$ cat src/rtl/tt_sweep_driver_pkg.sv
// Shared types and sizing helpers for the truth-table sweep driver (package tt_pkg).
// The optional per-output ones counter is enabled with TT_SWEEP_ONES_CNT_EN.
package tt_pkg;

   typedef enum logic [1:0] {
      ST_IDLE   = 2'd0,
      ST_SETTLE = 2'd1,
      ST_SAMPLE = 2'd2,
      ST_DONE   = 2'd3
   } tt_state_e;

   function automatic int tt_depth(input int n_in);
      return 2 ** n_in;
   endfunction

   // SETTLE-1 must fit in the counter; SETTLE is at least 1.
   function automatic int tt_cnt_w(input int settle);
      return (settle < 2) ? 1 : $clog2(settle + 1);
   endfunction

endpackage

$ cat src/rtl/tt_sweep_driver_if.sv
// Stimulus/response and control bundle between a sweep requester and tt_sweep_driver.
// The ones_cnt member exists only when TT_SWEEP_ONES_CNT_EN is defined.
interface tt_sweep_if
   import tt_pkg::*;
#(
   parameter int N_IN  = 3,
   parameter int N_OUT = 2
);
   logic                              start;
   logic [N_IN-1:0]                   stim;
   logic [N_OUT-1:0]                  resp;
   logic                              busy;
   logic                              done;
   logic [N_IN-1:0]                   idx;
   logic [N_OUT*tt_depth(N_IN)-1:0]   table_out;
`ifdef TT_SWEEP_ONES_CNT_EN
   logic [N_OUT*(N_IN+1)-1:0]         ones_cnt;

   modport master (output start, resp, input stim, busy, done, idx, table_out, ones_cnt);
   modport slave  (input start, resp, output stim, busy, done, idx, table_out, ones_cnt);
`else
   modport master (output start, resp, input stim, busy, done, idx, table_out);
   modport slave  (input start, resp, output stim, busy, done, idx, table_out);
`endif
endinterface

$ cat src/rtl/tt_sweep_driver_settle_timer.sv
// Loadable down-counter with a zero flag; paces the settle interval of each combination.
module tt_settle_timer #(
   parameter int W = 1
) (
   input  logic         clk,
   input  logic         rst,
   input  logic         load,
   input  logic [W-1:0] load_val,
   input  logic         dec,
   output logic         zero
);
   logic [W-1:0] cnt_q, cnt_d;

   // next count: load has priority, decrement saturates at zero
   always_comb begin
      cnt_d = cnt_q;
      if (load) begin
         cnt_d = load_val;
      end else if (dec && (cnt_q != {W{1'b0}})) begin
         cnt_d = cnt_q - W'(1);
      end else begin
         cnt_d = cnt_q;
      end
   end

   // count register
   always_ff @(posedge clk) begin
      if (rst) cnt_q <= {W{1'b0}};
      else     cnt_q <= cnt_d;
   end

   assign zero = (cnt_q == {W{1'b0}});
endmodule

$ cat src/rtl/tt_sweep_driver.sv
// Clocked truth-table sweep: steps stim through every input code, samples resp after settling.
// Optional per-output ones counter under TT_SWEEP_ONES_CNT_EN.
module tt_sweep_driver
   import tt_pkg::*;
#(
   parameter int N_IN   = 3,
   parameter int N_OUT  = 2,
   parameter int SETTLE = 1
) (
   input  logic       clk,
   input  logic       rst,
   tt_sweep_if.slave  bus
);
   localparam int              DEPTH    = tt_depth(N_IN);
   localparam int              CNT_W    = tt_cnt_w(SETTLE);
   localparam int              TBL_W    = N_OUT * DEPTH;
   localparam logic [CNT_W-1:0] RELOAD  = CNT_W'(SETTLE - 1);
   localparam logic [N_IN-1:0]  IDX_LAST = N_IN'(DEPTH - 1);

   tt_state_e         state_q, state_d;
   logic [N_IN-1:0]   idx_q, idx_d;
   logic              busy_q, busy_d;
   logic              done_q, done_d;
   logic [TBL_W-1:0]  table_q, table_d;
   logic              tmr_load_s, tmr_dec_s, tmr_zero_s;
`ifdef TT_SWEEP_ONES_CNT_EN
   logic [N_OUT*(N_IN+1)-1:0] ones_q, ones_d;
`endif

   tt_settle_timer #(.W(CNT_W)) u_timer (
      .clk      (clk),
      .rst      (rst),
      .load     (tmr_load_s),
      .load_val (RELOAD),
      .dec      (tmr_dec_s),
      .zero     (tmr_zero_s)
   );

   // sweep sequencing and table capture
   always_comb begin
      state_d    = state_q;
      idx_d      = idx_q;
      busy_d     = busy_q;
      done_d     = 1'b0;
      table_d    = table_q;
      tmr_load_s = 1'b0;
      tmr_dec_s  = 1'b0;
`ifdef TT_SWEEP_ONES_CNT_EN
      ones_d     = ones_q;
`endif
      case (state_q)
         ST_IDLE: begin
            // done_q high means this is the done cycle, where start is not honoured
            if (bus.start && !done_q) begin
               state_d    = ST_SETTLE;
               idx_d      = {N_IN{1'b0}};
               busy_d     = 1'b1;
               table_d    = {TBL_W{1'b0}};
               tmr_load_s = 1'b1;
`ifdef TT_SWEEP_ONES_CNT_EN
               ones_d     = {(N_OUT*(N_IN+1)){1'b0}};
`endif
            end else begin
               state_d = ST_IDLE;
            end
         end
         ST_SETTLE: begin
            if (tmr_zero_s) state_d = ST_SAMPLE;
            else            tmr_dec_s = 1'b1;
         end
         ST_SAMPLE: begin
            for (int o = 0; o < N_OUT; o++) begin
               for (int i = 0; i < DEPTH; i++) begin
                  if (idx_q == i[N_IN-1:0]) table_d[o*DEPTH+i] = bus.resp[o];
                  else                      table_d[o*DEPTH+i] = table_q[o*DEPTH+i];
               end
`ifdef TT_SWEEP_ONES_CNT_EN
               ones_d[o*(N_IN+1) +: (N_IN+1)] =
                  ones_q[o*(N_IN+1) +: (N_IN+1)] + (N_IN+1)'(bus.resp[o]);
`endif
            end
            // terminal compare wins so idx never wraps inside a sweep
            if (idx_q == IDX_LAST) begin
               state_d = ST_DONE;
            end else begin
               idx_d      = idx_q + N_IN'(1);
               tmr_load_s = 1'b1;
               state_d    = ST_SETTLE;
            end
         end
         ST_DONE: begin
            done_d  = 1'b1;
            busy_d  = 1'b0;
            state_d = ST_IDLE;
         end
         default: begin
            state_d = ST_IDLE;
            busy_d  = 1'b0;
         end
      endcase
   end

   // state and registered outputs; reset aborts any sweep in progress
   always_ff @(posedge clk) begin
      if (rst) begin
         state_q <= ST_IDLE;
         idx_q   <= {N_IN{1'b0}};
         busy_q  <= 1'b0;
         done_q  <= 1'b0;
         table_q <= {TBL_W{1'b0}};
`ifdef TT_SWEEP_ONES_CNT_EN
         ones_q  <= {(N_OUT*(N_IN+1)){1'b0}};
`endif
      end else begin
         state_q <= state_d;
         idx_q   <= idx_d;
         busy_q  <= busy_d;
         done_q  <= done_d;
         table_q <= table_d;
`ifdef TT_SWEEP_ONES_CNT_EN
         ones_q  <= ones_d;
`endif
      end
   end

   assign bus.stim      = idx_q;
   assign bus.idx       = idx_q;
   assign bus.busy      = busy_q;
   assign bus.done      = done_q;
   assign bus.table_out = table_q;
`ifdef TT_SWEEP_ONES_CNT_EN
   assign bus.ones_cnt  = ones_q;
`endif
endmodule

$ cat src/flat_wrapper.sv
// flat-port wrapper written by rule: the top's interface ports become plain ports
module tt_sweep_driver_flat import tt_pkg::*;
#(
   parameter int N_IN   = 3,
   parameter int N_OUT  = 2,
   parameter int SETTLE = 1
)
  (clk, rst, bus_start, bus_resp, bus_stim, bus_busy, bus_done, bus_idx, bus_table_out);
  tt_sweep_if #(.N_IN(N_IN), .N_OUT(N_OUT)) bus_i ();
  input  logic clk;
  input  logic rst;
  input wire logic [$bits(bus_i.start)-1:0] bus_start;
  input wire logic [$bits(bus_i.resp)-1:0] bus_resp;
  output wire logic [$bits(bus_i.stim)-1:0] bus_stim;
  output wire logic [$bits(bus_i.busy)-1:0] bus_busy;
  output wire logic [$bits(bus_i.done)-1:0] bus_done;
  output wire logic [$bits(bus_i.idx)-1:0] bus_idx;
  output wire logic [$bits(bus_i.table_out)-1:0] bus_table_out;
  assign bus_i.start = bus_start;
  assign bus_i.resp = bus_resp;
  assign bus_stim = bus_i.stim;
  assign bus_busy = bus_i.busy;
  assign bus_done = bus_i.done;
  assign bus_idx = bus_i.idx;
  assign bus_table_out = bus_i.table_out;
  tt_sweep_driver #(.N_IN(N_IN), .N_OUT(N_OUT), .SETTLE(SETTLE)) u_core (.clk(clk), .rst(rst), .bus(bus_i));
endmodule
$ cat config.mk
export PLATFORM = sky130hd
export DESIGN_NAME = tt_sweep_driver_flat
export DESIGN_NICKNAME = d
export VERILOG_FILES = /design/src/rtl/tt_sweep_driver_pkg.sv /design/src/rtl/tt_sweep_driver_if.sv /design/src/rtl/tt_sweep_driver_settle_timer.sv /design/src/rtl/tt_sweep_driver.sv /design/src/flat_wrapper.sv
export SDC_FILE = /design/constraint.sdc
export NUM_CORES = 1
export LEC_CHECK = 0
export CORE_ASPECT_RATIO = 0.6
export CORE_MARGIN = 10
export CORE_UTILIZATION = 51
export CTS_CLUSTER_DIAMETER = 40
export CTS_CLUSTER_SIZE = 30
export DETAILED_ROUTE_END_ITERATION = 8
export GPL_ROUTABILITY_DRIVEN = 0
export PLACE_DENSITY = 0.92
export SETUP_SLACK_MARGIN = 0.05
export SLEW_MARGIN = 10
export SYNTH_ARGS = -nofsm -noshare
export SYNTH_HDL_FRONTEND = slang
export SYNTH_SLANG_ARGS = --single-unit
$ cat constraint.sdc
create_clock -name clk -period 4.5 [get_ports clk]
set_clock_uncertainty 0.1 [all_clocks]
set_input_delay 1.35 -clock clk [delete_from_list [all_inputs] [get_ports clk]]
set_output_delay 1.35 -clock clk [all_outputs]
set_load 0.01 [all_outputs]
==> flow_summary.ini <==
[outcome]
status = finished, final reports clean

[clocking]
cts_buffers = 3
tritoncts = done
clkLatencyLatePin_ns = 0.26
htreeDepth = 1
cts_setup_buffers = 0
clock-sinks = 24
hold_buffers = 0
cts_resized = 0
clkTransAtPathRegs_ns = 0.08
clk_path_buf_depth = 2
clockRootBuffer = clkbuf_8

[placed_design]
placed_area_um2 = 1410
placedCellCount = 165
hpwlAfterDp_um = 1890
dp_slack_ns = 1.47
portBuffers = 28

[power_and_ir_drop]
pwr-share-comb_pct = 11.2
p_sw_mw = 0.0921
pwr-share-clk_pct = 34.9
pwr-share-seq_pct = 54.0
p_int_mw = 0.318
powerDensity_nw_per_um2 = 280
swShare_pct = 22.5
p_leak_nw = 0.568
ir_drop_v = 0.000166
power_mw = 0.410

[worst_hold_path]
hold_path.class = reg2reg

[sta]
relSlewSlack_pct = 68.0
drv_slew = 0
finalCriticalPeriod_ns = 2.83
final.period_utilization_pct = 62.8
setup_ws_ns = 1.67
hold_viol = 0
fmax_ghz = 0.354
rsz0062_at_grt = false
tightest_slew_ns = 0.479
holdWs_ns = 0.369
tns_ns = 0
final-setup-viol-count = 0

[logic_synthesis]
async_flop_share_pct = 0
synth_area_um2 = 1130
ys_seq_elements = 24
ys_seq_area_share_pct = 42.3
synth_nets = 125
synth_edf_count = 0
syn_avg_cell_area_um2 = 9.95
ys_types = 27
synth_cells = 114
ys.flop_type = dfxtp_1
ys_warn_count = 0

[drt]
drtIter0Drc = 47
final_antenna_net_count = 0
drc = 0
wl_um = 2520
via_count = 882
dr.pass1.iters = 4
wire_per_inst_um = 14.9
via_per_inst = 5.22

[grt]
grt_pass1_vias = 824
track_usage_pct = 10.8
grt_first_pass_wirelength_um = 3910
grt-ovfl-total = 0
antenna_found_initial = 0
grt_max_degree = 18

[worst_setup_path]
start_kind = primary input
cp-end-kind = register
cp_slowest_cell = clkdlybuf4s50_1
crit_arrival_ns = 2.92
critical-path-max-stage-delay_ns = 0.61
path_max_fanout = 17
crit_chain = clkdlybuf4s50_1 > buf_4 > nor3b_1 > nand2_1 > mux2i_1
path_class = in2reg
path_delay_family = buffers and inverters
cp_data_required_time_ns = 4.59
r2r_setup_slack_ns = 2.70
cp_num_buf_inv = 2

[floorplan]
row_count = 13
die_x_um = 80.9
fp.dieArea_um2 = 4570
initial_utilization_pct = 52.9
ios = 29
core-area_um2 = 2150
die_h_um = 56.5

[finish]
fin_util_pct = 68.1
drive_gt1_share_pct = 6.47
fin_cells = 169
diodes = 0
syn_to_final_growth_pct = 28.9
fin_nets = 151
design_area_um2 = 1460

[run]
max-cap-violations = 0
-- per-layer routing --
layer	global-route usage [%]	wire length, um	vias up
li1	-	-	443
met2	15.3	1070	36
met5	0	0	-
met3	6.67	311	2
met4	3.69	12	0
met1	13.1	1120	401
-- area by class of cell --
| type | instances | area, um2 |
|---|---|---|
| timing repair buffer | 29 | 288 |
| tap | 30 | 37.5 |
| multi-input combinational | 78 | 587 |
| inverter | 4 | 15.0 |
| sequential | 24 | 480 |
| clock buffer | 4 | 55.1 |
| fill | 171 | 684 |
-- placed cells by master (no fill, tap or decap) --
| cell | netlist | layout |
|---|---|---|
| a21oi_1 | 7 | 7 |
| a31oi_1 | 3 | 3 |
| a41o_1 | 3 | 3 |
| and3b_1 | 1 | 1 |
| and3b_2 | 1 | 1 |
| buf_4 | 4 | 1 |
| clkbuf_8 | 0 | 4 |
| clkdlybuf4s50_1 | 0 | 28 |
| dfxtp_1 | 24 | 24 |
| ha_1 | 6 | 6 |
| inv_1 | 4 | 4 |
| mux2i_1 | 12 | 12 |
| nand2_1 | 9 | 9 |
| nand2b_1 | 14 | 14 |
| nand3_1 | 4 | 4 |
| nand3b_1 | 2 | 2 |
| nor2_1 | 2 | 2 |
| nor2b_1 | 3 | 3 |
| nor3b_1 | 1 | 1 |
| nor4b_1 | 1 | 1 |
| nor4b_4 | 1 | 1 |
| o21ai_0 | 1 | 1 |
| o31ai_1 | 2 | 2 |
| o32ai_1 | 1 | 1 |
| or3_1 | 2 | 2 |
| or3b_4 | 1 | 1 |
| or4b_4 | 1 | 1 |
-- worst register-to-register path, cell delays in order, from the launching register on --
cell     delay [ns]
dfxtp_1        0.37
ha_1           0.25
ha_1           0.22
or3b_4         0.40
or3_1          0.31
o31ai_1        0.07
-- path summary, 6_finish.rpt --
kind / startpoint / end / cells past startpoint
worst max-delay path: rst / u_core.bus.table_out[5] / 5
worst min-delay path: u_core.bus.table_out[3] / u_core.bus.table_out[3] / 2
worst min register to register: u_core.bus.table_out[3] / u_core.bus.table_out[3] / 2
worst max register to register: u_core.bus.idx[0] / u_core.bus.idx[0] / 5
-- power groups by stage --
stage	sequential [mW]	clock [mW]	combinational, mW
5_1_grt	0.222	0.158	0.0495
3_5_place_dp	0.226	0	0.0452
4_1_cts	0.221	0.147	0.0456
2_1_floorplan	0.225	0	0.0324
6_report	0.221	0.143	0.0457
3_3_place_gp	0.226	0	0.0443
-- cells by family (layout without fill, tap and decap cells) --
family | count (synthesis) | count (layout) | synth area share [%]
flip-flops | 24 | 24 | 42.3
buffers and inverters | 12 | 37 | 5.95
adder cells (fa/ha/maj) | 6 | 6 | 6.62
AND/OR/NAND/NOR | 43 | 43 | 24.6
AO/OA/AOI/OAI | 17 | 17 | 9.92
multiplexers | 12 | 12 | 10.6
-- flip-flops by register name, summed over array words and instances (netlist names) --
signal / flops
u_core.bus.done: 1
u_core.bus.busy: 1
u_core.state_q: 2
u_core.bus.idx: 3
u_core.bus.table_out: 16
u_core.u_timer.cnt_q: 1
-- Yosys cell counts (all sizes together), types with 2 or more instances --
cell type  count  share of area, %
or3            2               1.1
nand2          9               3.0
a31oi          3               1.7
ha             6               6.6
nand3          4               1.8
dfxtp         24                42
nand2b        14               7.7
buf            5               3.6
a21oi          7               3.1
mux2i         12                11
nand3b         2               1.3
inv            4               1.3
o31ai          2               1.3
and3b          2               1.7
nor2           2              0.66
nor4b          2               2.9
clkbuf         3              0.99
nor2b          3               1.7
a41o           3               2.6
(Power assumes the default switching activity.)
